**src/rtl/router_pkg.sv**
```systemverilog
// router_pkg: shared router defaults, input-port indices and arbiter one-hot states
package router_pkg;
    localparam int ROUTER_DATA_WIDTH = 32;
    localparam int ROUTER_DEPTH      = 4;
    typedef enum logic [2:0] {PORT_N, PORT_E, PORT_W, PORT_S, PORT_L} port_e;
    localparam logic [5:0] ARB_IDLE = 6'b000001;
    localparam logic [5:0] ARB_L    = 6'b000010;
    localparam logic [5:0] ARB_N    = 6'b000100;
    localparam logic [5:0] ARB_E    = 6'b001000;
    localparam logic [5:0] ARB_W    = 6'b010000;
    localparam logic [5:0] ARB_S    = 6'b100000;
endpackage

```
**src/rtl/router_input_fifo.sv**
```systemverilog
// router_input_fifo: router input-port flit FIFO with DRTS/CTS upstream handshake
//   clk, rst                  clock, synchronous active-high reset
//   RX, DRTS                  upstream flit and request-to-send level
//   CTS                       registered one-cycle accept pulse to upstream
//   read_en_N/E/W/S/L         pop requests from the granting output arbiters
//   Data_out, empty_out       zero-latency head flit, FIFO empty
//   full_out                  FIFO holds DEPTH flits
//   err_multi_read            sticky: more than one read_en high in one cycle
module router_input_fifo
    import router_pkg::*;
#(
    parameter int DATA_WIDTH = ROUTER_DATA_WIDTH,
    parameter int DEPTH      = ROUTER_DEPTH
) (
    input  logic                  clk,
    input  logic                  rst,
    input  logic [DATA_WIDTH-1:0] RX,
    input  logic                  DRTS,
    input  logic                  read_en_N,
    input  logic                  read_en_E,
    input  logic                  read_en_W,
    input  logic                  read_en_S,
    input  logic                  read_en_L,
    output logic                  CTS,
    output logic [DATA_WIDTH-1:0] Data_out,
    output logic                  empty_out,
    output logic                  full_out,
    output logic                  err_multi_read
);
    localparam int AW = $clog2(DEPTH);
    logic [DATA_WIDTH-1:0] mem [DEPTH];
    logic [AW-1:0] rd_ptr, wr_ptr;
    logic [AW:0] count;
    logic [2:0] rd_cnt;
    logic wr, rd;
    assign rd_cnt = 3'(read_en_N) + 3'(read_en_E) + 3'(read_en_W) + 3'(read_en_S) + 3'(read_en_L);
    // CTS=0 in the condition enforces the one-flit-per-two-cycles handshake
    assign wr = DRTS && !CTS && !full_out;
    assign rd = (rd_cnt != 3'd0) && !empty_out;
    assign empty_out = count == '0;
    assign full_out = count == (AW+1)'(DEPTH);
    assign Data_out = mem[rd_ptr];
    always_ff @(posedge clk) begin
        if (wr && !rst) mem[wr_ptr] <= RX;
    end
    always_ff @(posedge clk) begin
        if (rst) begin
            rd_ptr <= '0;
            wr_ptr <= '0;
            count <= '0;
            CTS <= 1'b0;
            err_multi_read <= 1'b0;
        end else begin
            if (wr) wr_ptr <= wr_ptr + AW'(1);
            if (rd) rd_ptr <= rd_ptr + AW'(1);
            count <= count + (AW+1)'(wr) - (AW+1)'(rd);
            CTS <= wr;
            if (rd_cnt > 3'd1) err_multi_read <= 1'b1;
        end
    end
endmodule

```
**config.mk**
```make
export PLATFORM = sky130hd
export DESIGN_NAME = router_input_fifo
export DESIGN_NICKNAME = d
export VERILOG_FILES = /design/src/rtl/router_pkg.sv /design/src/rtl/router_input_fifo.sv
export SDC_FILE = /design/constraint.sdc
export NUM_CORES = 1
export LEC_CHECK = 0
export ABC_AREA = 1
export CAP_MARGIN = 20
export CORE_MARGIN = 3
export CORE_UTILIZATION = 30
export CTS_CLUSTER_DIAMETER = 60
export CTS_CLUSTER_SIZE = 25
export DETAILED_ROUTE_END_ITERATION = 16
export HOLD_SLACK_MARGIN = 0.12
export MAX_ROUTING_LAYER = met4
export PLACE_DENSITY = 0.47
export SYNTH_ARGS = -nofsm -noshare
export SYNTH_HDL_FRONTEND = slang
export SYNTH_SLANG_ARGS = --single-unit
```
**constraint.sdc**
```tcl
create_clock -name clk -period 3.3 [get_ports clk]
set_input_delay 0.66 -clock clk [delete_from_list [all_inputs] [get_ports clk]]
set_output_delay 0.66 -clock clk [all_outputs]
set_load 0.005 [all_outputs]
```
# ---- Word level (Yosys, flattened, before mapping)
# Memory sizes are Yosys's and may differ from the RTL's. A register that Yosys moved wholly into a read port is not among the register bits.
# Index checks and enable logic that the tools add are counted.
dict set report totals {
  regBits 9
  ram_bits 128
  inputBits 40
  out_inout_bits 36
  mem_count 1
}
# memory words width rd rd_ports_with_merged_regs wr line
set memory_table {}
lappend memory_table {mem 4 32 1 1 1 router_input_fifo.sv:31} ;# logic [DATA_WIDTH-1:0] mem [DEPTH];
dict set report classes {
  add_sub_neg 8
  order_cmp 1
  n_eq_ne 1
  mux 4
  n_reduce_logical 10
}
# op count
set op_table {}
lappend op_table {{$add A3 B1 Y3} 3}
lappend op_table {{$add A2 B1 Y2 const B} 2}
lappend op_table {{$logic_and A1 B1 Y1} 4}
lappend op_table {{$logic_not A1 Y1} 4}
lappend op_table {{$mux W2} 2}
lappend op_table {{$add A2 B1 Y3} 1}
lappend op_table {{$eq A3 B3 Y1 const B} 1}
lappend op_table {{$gt A3 B1 Y1 const B} 1}
lappend op_table {{$logic_not A3 Y1} 1}
lappend op_table {{$reduce_bool A3 Y1} 1}
lappend op_table {{$sub A3 B1 Y3} 1}
lappend op_table {{$add A1 B1 Y2} 1}
lappend op_table {{$mux W1} 2}

# ---- Depth between registers and ports, before layout
# Gate-level depths: netlist (run 1).
dict set report depth {
  word_depth 8
  depth_mapped 16
}

# ---- Worst setup path after synthesis (run 1)
# No wires, ideal clock.
dict set report synth_path {
  path_type {input to register}
  startpoint {input port read_en_N}
  endpoint {register count[2]}
  setup_ps 113
  arrival_ps 3180
  required_ps 3187
  path_slack_ps 8
  stages 15
  cell_sequence {fa_1 -> inv_1 -> fa_1 -> inv_1 -> ha_1 -> nor2_1 -> nand2_1 -> nand2_1 -> inv_1 -> ha_1 -> inv_1 -> ha_1 -> fa_1 -> nor2_1 -> nor2_1}
}
dict set report synth_between {
  elab_chain_len 7
}
# element line
set synth_lines {}
lappend synth_lines {{from (decl)} router_input_fifo.sv:19} ;# input logic read_en_N,
lappend synth_lines {{$add A1 B1 Y2} router_input_fifo.sv:36} ;# assign rd_cnt = 3'(read_en_N) + 3'(read_en_E) + 3'(read_en_W) + 3'(read_en_S) + 3'(read_en_L);
lappend synth_lines {{$add A2 B1 Y3} router_input_fifo.sv:36}
lappend synth_lines {{$add A3 B1 Y3 (2 in series)} router_input_fifo.sv:36}
lappend synth_lines {{$reduce_bool A3 Y1} router_input_fifo.sv:39} ;# assign rd = (rd_cnt != 3'd0) && !empty_out;
lappend synth_lines {{$logic_and A1 B1 Y1} router_input_fifo.sv:39}
lappend synth_lines {{net rd} router_input_fifo.sv:35} ;# logic wr, rd;
lappend synth_lines {{$sub A3 B1 Y3} router_input_fifo.sv:56} ;# count <= count + (AW+1)'(wr) - (AW+1)'(rd);
lappend synth_lines {{to (signal assigned)} router_input_fifo.sv:56}
lappend synth_lines {{to (decl)} router_input_fifo.sv:33} ;# logic [AW:0] count;
# The timed path passes the listed nets, and every way through them passes these cells.
# A chain may end at the register's enable or synchronous reset.

# ---- Worst setup path in the final report (run 1)
dict set report layout_path {
  startpoint {input port read_en_N}
  endpoint {register count[1]}
}
# Same word-level chain as after synthesis.

==> flow_metrics.tcl, run 1 <==
set metrics [dict create \
    status "finished, final reports clean" \
    layout.cells.non_filler 729 \
    tightest_slew_ns 0.692 \
    cp-start-kind "input pin" \
    post-place-ws_ns -0.550 \
    wl_mm 11.8 \
    pin_count 76 \
    layout_min_cycle_time_ns 3.18 \
    crit_top_cell "inv_1" \
    fp-row-count 48 \
    antenna_found_initial 1 \
    h-tree-depth 4 \
    clock_latency_ns 0.42 \
    p_switching_mw 1.84 \
    wire_per_inst_um 16.2 \
    hp-class "register to register" \
    tritoncts "built" \
    ir_drop_mv 0.391 \
    crit_fanout 2 \
    yosysWarnings 0 \
    final.setup_skew_ns 0.0115 \
    finalPower_mw 6.03 \
    die_area_um2 19800 \
    synth_ff_type "edfxtp_1" \
    syn_avg_cell_area_um2 13.6 \
    r2r_cells 8 \
    reg2reg_slack_ns 1.36 \
    antenna_left 0 \
    maxCapViolCount 0 \
    r2r-end "count[1]" \
    synth_edf_count 128 \
    hold_viol 0 \
    hp-start "err_multi_read" \
    hold_buffers 0 \
    p_leak_nw 2.48 \
    grtUsageMet2 0.194 \
    switching_share 0.305 \
    cts_buffer_depth 2 \
    required_ns 3.66 \
    post-dp-hpwl_mm 6.94 \
    ys_seq_elements 139 \
    use_met3 0.0410 \
    drc 0 \
    max_slew_margin 0.538 \
    synth_area_leaders "edfxtp_1 71%, nor2_1 5.7%, dfxtp_1 4.0%, o22ai_1 3.7%, o21ai_0 3.3%" \
    gp_congestion 0.711 \
    syn-num-nets 452 \
    grt_first_pass_wirelength_mm 18.5 \
    clkSinkCount 139 \
    drt_first_pass_iters 4 \
    grt-ovfl-total 0 \
    layout.nets 541 \
    worstHoldEndpoint "err_multi_read" \
    synth-async-reset-ratio 0 \
    die_w_um 141 \
    fin_ws_ns 0.124 \
    pwr-share-clk 0.323 \
    portBuffers 75 \
    grtUsageTotal 0.128 \
    slew_viol_final 0 \
    grt_max_degree 65 \
    grt_util_met1 0.162 \
    synth_top_area_frac 0.706 \
    first_iter_violations 162 \
    post-place-cells 695 \
    root_buffer "clkbuf_16" \
    ys_types 22 \
    initial_core_util 0.311 \
    rr_startpoint "CTS" \
    numCtsBuffers 17 \
    synthTopCellsByCount "128 x edfxtp_1, 83 x nor2_1, 36 x o21ai_0" \
    area_growth_syn_to_layout_pct 30.2 \
    crit_chain "dlygate4sd2_1 > fa_1 > inv_1 > fa_2 > inv_2 > ha_1 > nor2_2 > nand2_1 > nand2_1 > inv_1 > ha_1 > inv_1 > ha_2 > fa_2 > inv_1 > nor2_1" \
    synth_area_leader_cell "edfxtp_1" \
    grt_pass1_vias 3325 \
    power_density_nw_per_um2 851 \
    max_stage_delay_ns 0.53 \
    path_clk_slew_ns 0.06 \
    crit_slowest_cell "fa_1" \
    finalSetupViolations 0 \
    busiest_layer "met2" \
    yosysSeqAreaShare 0.746 \
    viasPerCell 4.62 \
    fp.dieH_um 141 \
    synth_area_um2 5450 \
    combPwrFrac 0.313 \
    arrival_ns 3.54 \
    end_kind "register" \
    path_class "input pin to register" \
    drive_above_1_share 0.115 \
    hold_depth 2 \
    fmaxAchievable_mhz 315 \
    p_int_mw 4.19 \
    synth_most_common_cell "edfxtp_1" \
    synthCells 401 \
    coreArea_um2 17500 \
    num_vias 3366 \
    share_seq_of_total_power 0.364 \
    period_share 0.962 \
    n_fill_cell 1633 \
]
-- critical path: cells and delay by family --
kind	cells	cell delay (ns)
AND/OR/NAND/NOR	4	0.34
adder cells (fa/ha/maj)	6	2.07
buffers and inverters	6	0.49
-- layout make-up --
| class | count | area (um^2) | area share |
|---|---|---|---|
| Timing Repair Buffer | 89 | 860 | 0.121 |
| Antenna cell | 1 | 2.50 | 0.000353 |
| Inverter | 28 | 113 | 0.0159 |
| Sequential cell | 139 | 4070 | 0.574 |
| Multi-Input combinational cell | 215 | 1150 | 0.162 |
| Tap cell | 225 | 282 | 0.0397 |
| Clock buffer | 17 | 425 | 0.0600 |
| Clock inverter | 15 | 188 | 0.0265 |
-- power groups by stage --
stage               Clock [mW]  Sequential, mW  Combinational, mW
floorplan                    0            2.15               1.07
global placement             0            2.23               1.91
detailed placement           0            2.23               1.92
CTS                       1.99            2.20               1.94
global route              2.08            2.22               2.12
finish                    1.95            2.20               1.89
-- layer usage --
| metal | vias up | routed length [um] | part of all wire |
|---|---|---|---|
| met1 | 1640 | 5520 | 0.47 |
| met2 | 82 | 5540 | 0.47 |
| met3 | 16 | 616 | 0.052 |
| met5 | - | 0 | 0 |
| met4 | 0 | 145 | 0.012 |
| li1 | 1628 | - | - |
-- how the worst max path moves through the flow --
stage	slack [ns]	start	cells past startpoint	end
final	0.12	read_en_N	16	count[1]
after global routing	-0.001	read_en_N	16	count[1]
after CTS	0.007	read_en_E	16	count[1]
after detailed placement	-0.55	read_en_N	16	count[2]
after global placement	-0.47	read_en_N	16	count[2]
after floorplan	0.008	read_en_N	15	count[2]
-- cell usage in the layout, fill, tap and decap left out, types with 2 or more instances in the layout --
cell	count
o21ai_0	36
a21oi_1	4
inv_6	6
bufinv_16	3
ha_1	7
inv_1	25
o21ai_1	28
nand3_1	3
buf_4	14
edfxtp_1	128
clkinv_4	3
nand2_1	14
o22ai_1	32
clkinvlp_4	2
fa_2	2
dlymetal6s2s_1	2
inv_2	2
dfxtp_1	10
nor2_4	4
clkdlybuf4s50_1	72
nor2_1	78
clkbuf_16	17
-- registers in the layout, indices dropped and copies added (netlist names), named ones only --
register / flops
mem: 128
count: 3
err_multi_read: 1
wr_ptr: 2
rd_ptr: 2
CTS: 1
-- kinds of logic after synthesis --
| kind of cell | after synthesis | synth area share |
|---|---|---|
| fa+ha+maj | 11 | 0.0294 |
| simple gates | 103 | 0.0738 |
| compound gates | 100 | 0.0993 |
| flops | 139 | 0.746 |
| buf+inv | 47 | 0.0496 |
| xor+xnor | 1 | 0.00161 |
-- timing repair --
item                                    4_1_cts  5_1_grt
pin swaps                                     1        3
buffers inserted                              1        0
gates cloned                                  0        0
resized for setup                             5        4
endpoints found under the setup margin        3        2
-- per-stage QoR --
stage,utilization,hold slack [ns],setup TNS (ns),instance area [um^2]
detailed placement,0.368,0.481,-1.25,6450
global route,0.404,0.534,-0.00102,7090
finish,0.404,0.489,0,7090
global placement,0.368,0.477,-1.01,6450
CTS,0.404,0.500,0,7080
floorplan,-,0.472,0,5450
No activity file was read; power rests on OpenSTA's default activity.
==> run 2: changes to the inputs <==
- CORE_MARGIN: 3 -> 8
==> flow_metrics.tcl, run 2 (same netlist as run 1, synthesis figures left out) <==
set metrics [dict create \
    status "finished, final reports clean" \
    largest_register_ffs 128 \
    period_share 0.929 \
    design_area_um2 7090 \
    final_common_cell "edfxtp_1" \
    layout_min_cycle_time_ns 3.07 \
    arrival_ns 3.37 \
    reg_top3 "mem x128, count x3" \
    fmaxAchievable_mhz 326 \
    p_leak_nw 2.48 \
    pin_count 76 \
    path_clk_slew_ns 0.06 \
    slew_viol_final 0 \
    clkSinkCount 139 \
    cts_buffer_depth 2 \
    power_density_nw_per_um2 834 \
    drc 0 \
    setup_tns_ns 0 \
    num_vias 3417 \
    crit_fanout 2 \
    post-dp-hpwl_mm 7.38 \
    wl_mm 12.2 \
    required_ns 3.61 \
    crit_chain "dlymetal6s2s_1 > fa_1 > inv_1 > fa_2 > inv_1 > ha_1 > nor2_2 > nand2_1 > nand2_1 > inv_1 > ha_1 > inv_1 > ha_2 > fa_1 > nor2_1 > nor2_1" \
    coreArea_um2 17900 \
    max_slew_margin 0.715 \
    regMostFlops "mem" \
    layout.nets 541 \
    first_iter_violations 219 \
    path_class "input pin to register" \
    crit_top_cell "inv_1" \
    ir_drop_mv 0.426 \
    root_buffer "clkbuf_16" \
    grt_max_degree 65 \
    area_growth_syn_to_layout_pct 30.3 \
    final.setup_skew_ns 0.00913 \
    final_cell_mix "128 x edfxtp_1, 78 x nor2_1, 72 x clkdlybuf4s50_1" \
    post-place-cells 700 \
    hold_slack_ns 0.494 \
    fp-row-count 49 \
    gp_congestion 0.673 \
    maxCapViolCount 0 \
    antenna_left 0 \
    wire_per_inst_um 16.6 \
    tritoncts "built" \
    cts_setup_buffers 0 \
    die_area_um2 22700 \
    cp-start-kind "input pin" \
    grt-ovfl-total 0 \
    numCtsBuffers 17 \
    viasPerCell 4.66 \
    hp-class "register to register" \
    max_stage_delay_ns 0.53 \
    die_w_um 151 \
    fp.dieH_um 151 \
    placed_cell_area_um2 6510 \
    end_kind "register" \
    tightest_slew_ns 0.426 \
    portBuffers 75 \
    crit_slowest_cell "fa_1" \
    finalSetupViolations 0 \
    clock_latency_ns 0.42 \
    grt_pass1_vias 3467 \
    layout.cells.non_filler 733 \
    h-tree-depth 4 \
    grtUsageTotal 0.115 \
    rsz0062_at_grt "false" \
    initial_core_util 0.304 \
    drive_above_1_share 0.113 \
    hold_viol 0 \
    drt_first_pass_iters 6 \
    fin_util 0.396 \
    antenna_found_initial 1 \
    grt_first_pass_wirelength_mm 18.8 \
    n_fill_cell 1683 \
]
[run 2: cell types whose count changed in the layout (fill, tap and decap cells not counted), moves of 2 or more]
cell,before,now
buf_12,0,4
buf_4,14,10
clkinv_2,0,3
bufinv_16,3,1
[run 2: metrics by stage]
step / power [mW] / setup slack (ns)
floorplan: 3.22 / 0.00757
global placement: 4.19 / -0.478
detailed placement: 4.21 / -0.559
CTS: 6.03 / 0.00545
global route: 6.30 / 0.0460
finish: 5.92 / 0.234
[run 2: routing by layer]
layer | global-route usage | share of wire
met1 | 0.132 | 0.44
met3 | 0.0427 | 0.063
met4 | 0.0396 | 0.0076
met2 | 0.181 | 0.49
met5 | - | 0
[run 2: power by group]
| part | internal (mW) | switching (mW) |
|---|---|---|
| clock network | 1.05 | 0.749 |
| logic | 0.955 | 1.03 |
| registers | 2.07 | 0.0740 |
| total | 4.07 | 1.85 |
[run 2: final cells by class]
cell class,count,area [um^2],share of cell area
antenna,1,2.50,0.000353
clock buffer,17,425,0.0600
clock inverter,15,139,0.0196
inverter,28,113,0.0159
multi-input combinational,215,1150,0.162
sequential,139,4070,0.573
tap,229,287,0.0404
timing repair buffer,89,913,0.129
[run 2: path summary, 6_finish.rpt]
check | from | slack (ns) | endpoint | depth (start not counted)
hold reg to reg | err_multi_read | 0.49 | err_multi_read | 2
setup reg to reg | count[1] | 1.34 | count[2] | 10
hold / removal | err_multi_read | 0.49 | err_multi_read | 2
setup / recovery | read_en_N | 0.23 | count[2] | 16
[run 2: worst max-delay path: cells and delay by family]
family	cells	cell delay (ns)
adder cells (fa/ha/maj)	6	1.95
AND/OR/NAND/NOR	5	0.44
buffers and inverters	5	0.33
[run 2: what timing repair did]
| item | CTS | global route |
|---|---|---|
| endpoints found under the setup margin | 2 | 2 |
| pin swaps | 1 | 6 |
| hold buffers | 0 | 0 |
| hold endpoints to repair | 0 | 0 |
| gates resized for setup | 2 | 4 |
==> run 3: changes to the inputs <==
- MAX_ROUTING_LAYER: met4 -> default
- SLEW_MARGIN: default -> 20
==> flow_metrics.tcl, run 3 (same netlist as run 1, synthesis figures left out) <==
set metrics [dict create \
    antenna_found_initial 1 \
    layout.cells.non_filler 732 \
    dr.max_layer_used "met5" \
    arrival_ns 3.37 \
    hold_slack_ns 0.496 \
    grt_max_degree 65 \
    wl_met1_mm 5.38 \
    final.setup_skew_ns 0.00629 \
    finalPower_mw 5.92 \
    setup_tns_ns 0 \
    cts_setup_buffers 0 \
    final_cell_mix "128 x edfxtp_1, 78 x nor2_1, 72 x clkdlybuf4s50_1" \
    hold_viol 0 \
    hp-class "register to register" \
    hold_buffers 0 \
    p_int_mw 4.07 \
    required_ns 3.61 \
    period_share 0.930 \
    first_iter_violations 198 \
    root_buffer "clkbuf_16" \
    end_kind "register" \
    cts_buffer_depth 2 \
    numCtsBuffers 17 \
    share_seq_of_total_power 0.361 \
    layout_min_cycle_time_ns 3.07 \
    p_leak_nw 2.48 \
    largest_register_ffs 128 \
    num_vias 3432 \
    cp-start-kind "input pin" \
    reg_top3 "mem x128, count x3" \
    tightest_slew_ns 0.434 \
    diodes 0 \
    final_common_cell "edfxtp_1" \
    fp-row-count 49 \
    fin_util 0.396 \
    clock_latency_ns 0.42 \
    drt_first_pass_iters 6 \
    combPwrFrac 0.335 \
    path_class "input pin to register" \
    fp.dieH_um 151 \
    tritoncts "built" \
    post-dp-hpwl_mm 7.38 \
    p_switching_mw 1.85 \
    drc 0 \
    multiInputGateArea_um2 1150 \
    grt_pass1_vias 3447 \
    finalSetupViolations 0 \
    grtUsageTotal 0.111 \
    rsz0062_at_grt "false" \
    regMostFlops "mem" \
    fmaxAchievable_mhz 326 \
    power_density_nw_per_um2 835 \
    wl_mm 12.2 \
    pwr-share-clk 0.304 \
    register_area_um2 4070 \
    pin_count 76 \
    die_area_um2 22700 \
    crit_fanout 2 \
    maxCapViolCount 0 \
    path_clk_slew_ns 0.06 \
    n_fill_cell 1684 \
    antenna_left 0 \
    portBuffers 75 \
    die_w_um 151 \
    gp_congestion 0.668 \
    slew_viol_final 0 \
    max_slew_margin 0.710 \
    wire_per_inst_um 16.6 \
    h-tree-depth 4 \
    viasPerCell 4.69 \
    post-place-cells 700 \
    route.met2.wl_mm 5.92 \
    layout.nets 541 \
    drive_above_1_share 0.113 \
    coreArea_um2 17900 \
    clkSinkCount 139 \
    grt-ovfl-total 0 \
    ir_drop_mv 0.423 \
    initial_core_util 0.304 \
    grt_first_pass_wirelength_mm 18.9 \
    route.met3.wl_um 699 \
    switching_share 0.313 \
    area_growth_syn_to_layout_pct 30.2 \
    status "finished, final reports clean" \
]
## run 3: cell count changes in the layout (fill, tap and decap cells not counted)
cell / previous run / this run
diode_2: 1 / 0
## run 3: per-stage QoR
| stage | worst slack [ns] | cell area (um^2) |
|---|---|---|
| final | 0.233 | 7090 |
| after global routing | 0.0451 | 7090 |
| after CTS | 0.00545 | 7080 |
| after detailed placement | -0.559 | 6510 |
| after global placement | -0.478 | 6510 |
| after floorplan | 0.00757 | 5450 |
## run 3: metal layers
metal	vias to the layer above	GRT usage
met5	-	0
met4	2	0.0440
met3	14	0.0421
met2	86	0.181
met1	1696	0.131
li1	1634	-
## run 3: cell type report
cell class,count,share of cell area
well taps,229,0.0404
clock inverters,15,0.0196
flip-flops and latches,139,0.573
multi-input cells,215,0.162
clock buffers,17,0.0600
inverters,28,0.0159
repair buffers,89,0.129
## run 3: power by group through the flow
stage | Sequential (mW) | Combinational [mW] | Clock (mW)
final | 2.14 | 1.98 | 1.80
after global placement | 2.17 | 2.02 | 0
after CTS | 2.14 | 2.04 | 1.84
after global routing | 2.16 | 2.22 | 1.91
after floorplan | 2.15 | 1.07 | 0
after detailed placement | 2.18 | 2.03 | 0
## run 3: final timing paths
kind / start / end / slack [ns] / depth (start not counted)
worst max-delay path: read_en_N / count[2] / 0.23 / 16
worst min register to register: err_multi_read / err_multi_read / 0.50 / 2
worst min-delay path: err_multi_read / err_multi_read / 0.50 / 2
worst max register to register: CTS / count[2] / 1.34 / 8
## run 3: critical path, stage by stage
cell and delay (ns):
dlymetal6s2s_1 0.14, fa_1 0.53, inv_1 0.05, fa_2 0.36
inv_1 0.06, ha_1 0.23, nor2_2 0.13, nand2_1 0.08
nand2_1 0.06, inv_1 0.04, ha_1 0.26, inv_1 0.04
ha_2 0.16, fa_1 0.41, nor2_1 0.12, nor2_1 0.05
## run 3: timing repair
action	in CTS	in global routing
pin swaps	1	6
gates resized for setup	2	4
endpoints found under the hold margin	0	0
setup endpoints to repair	2	2
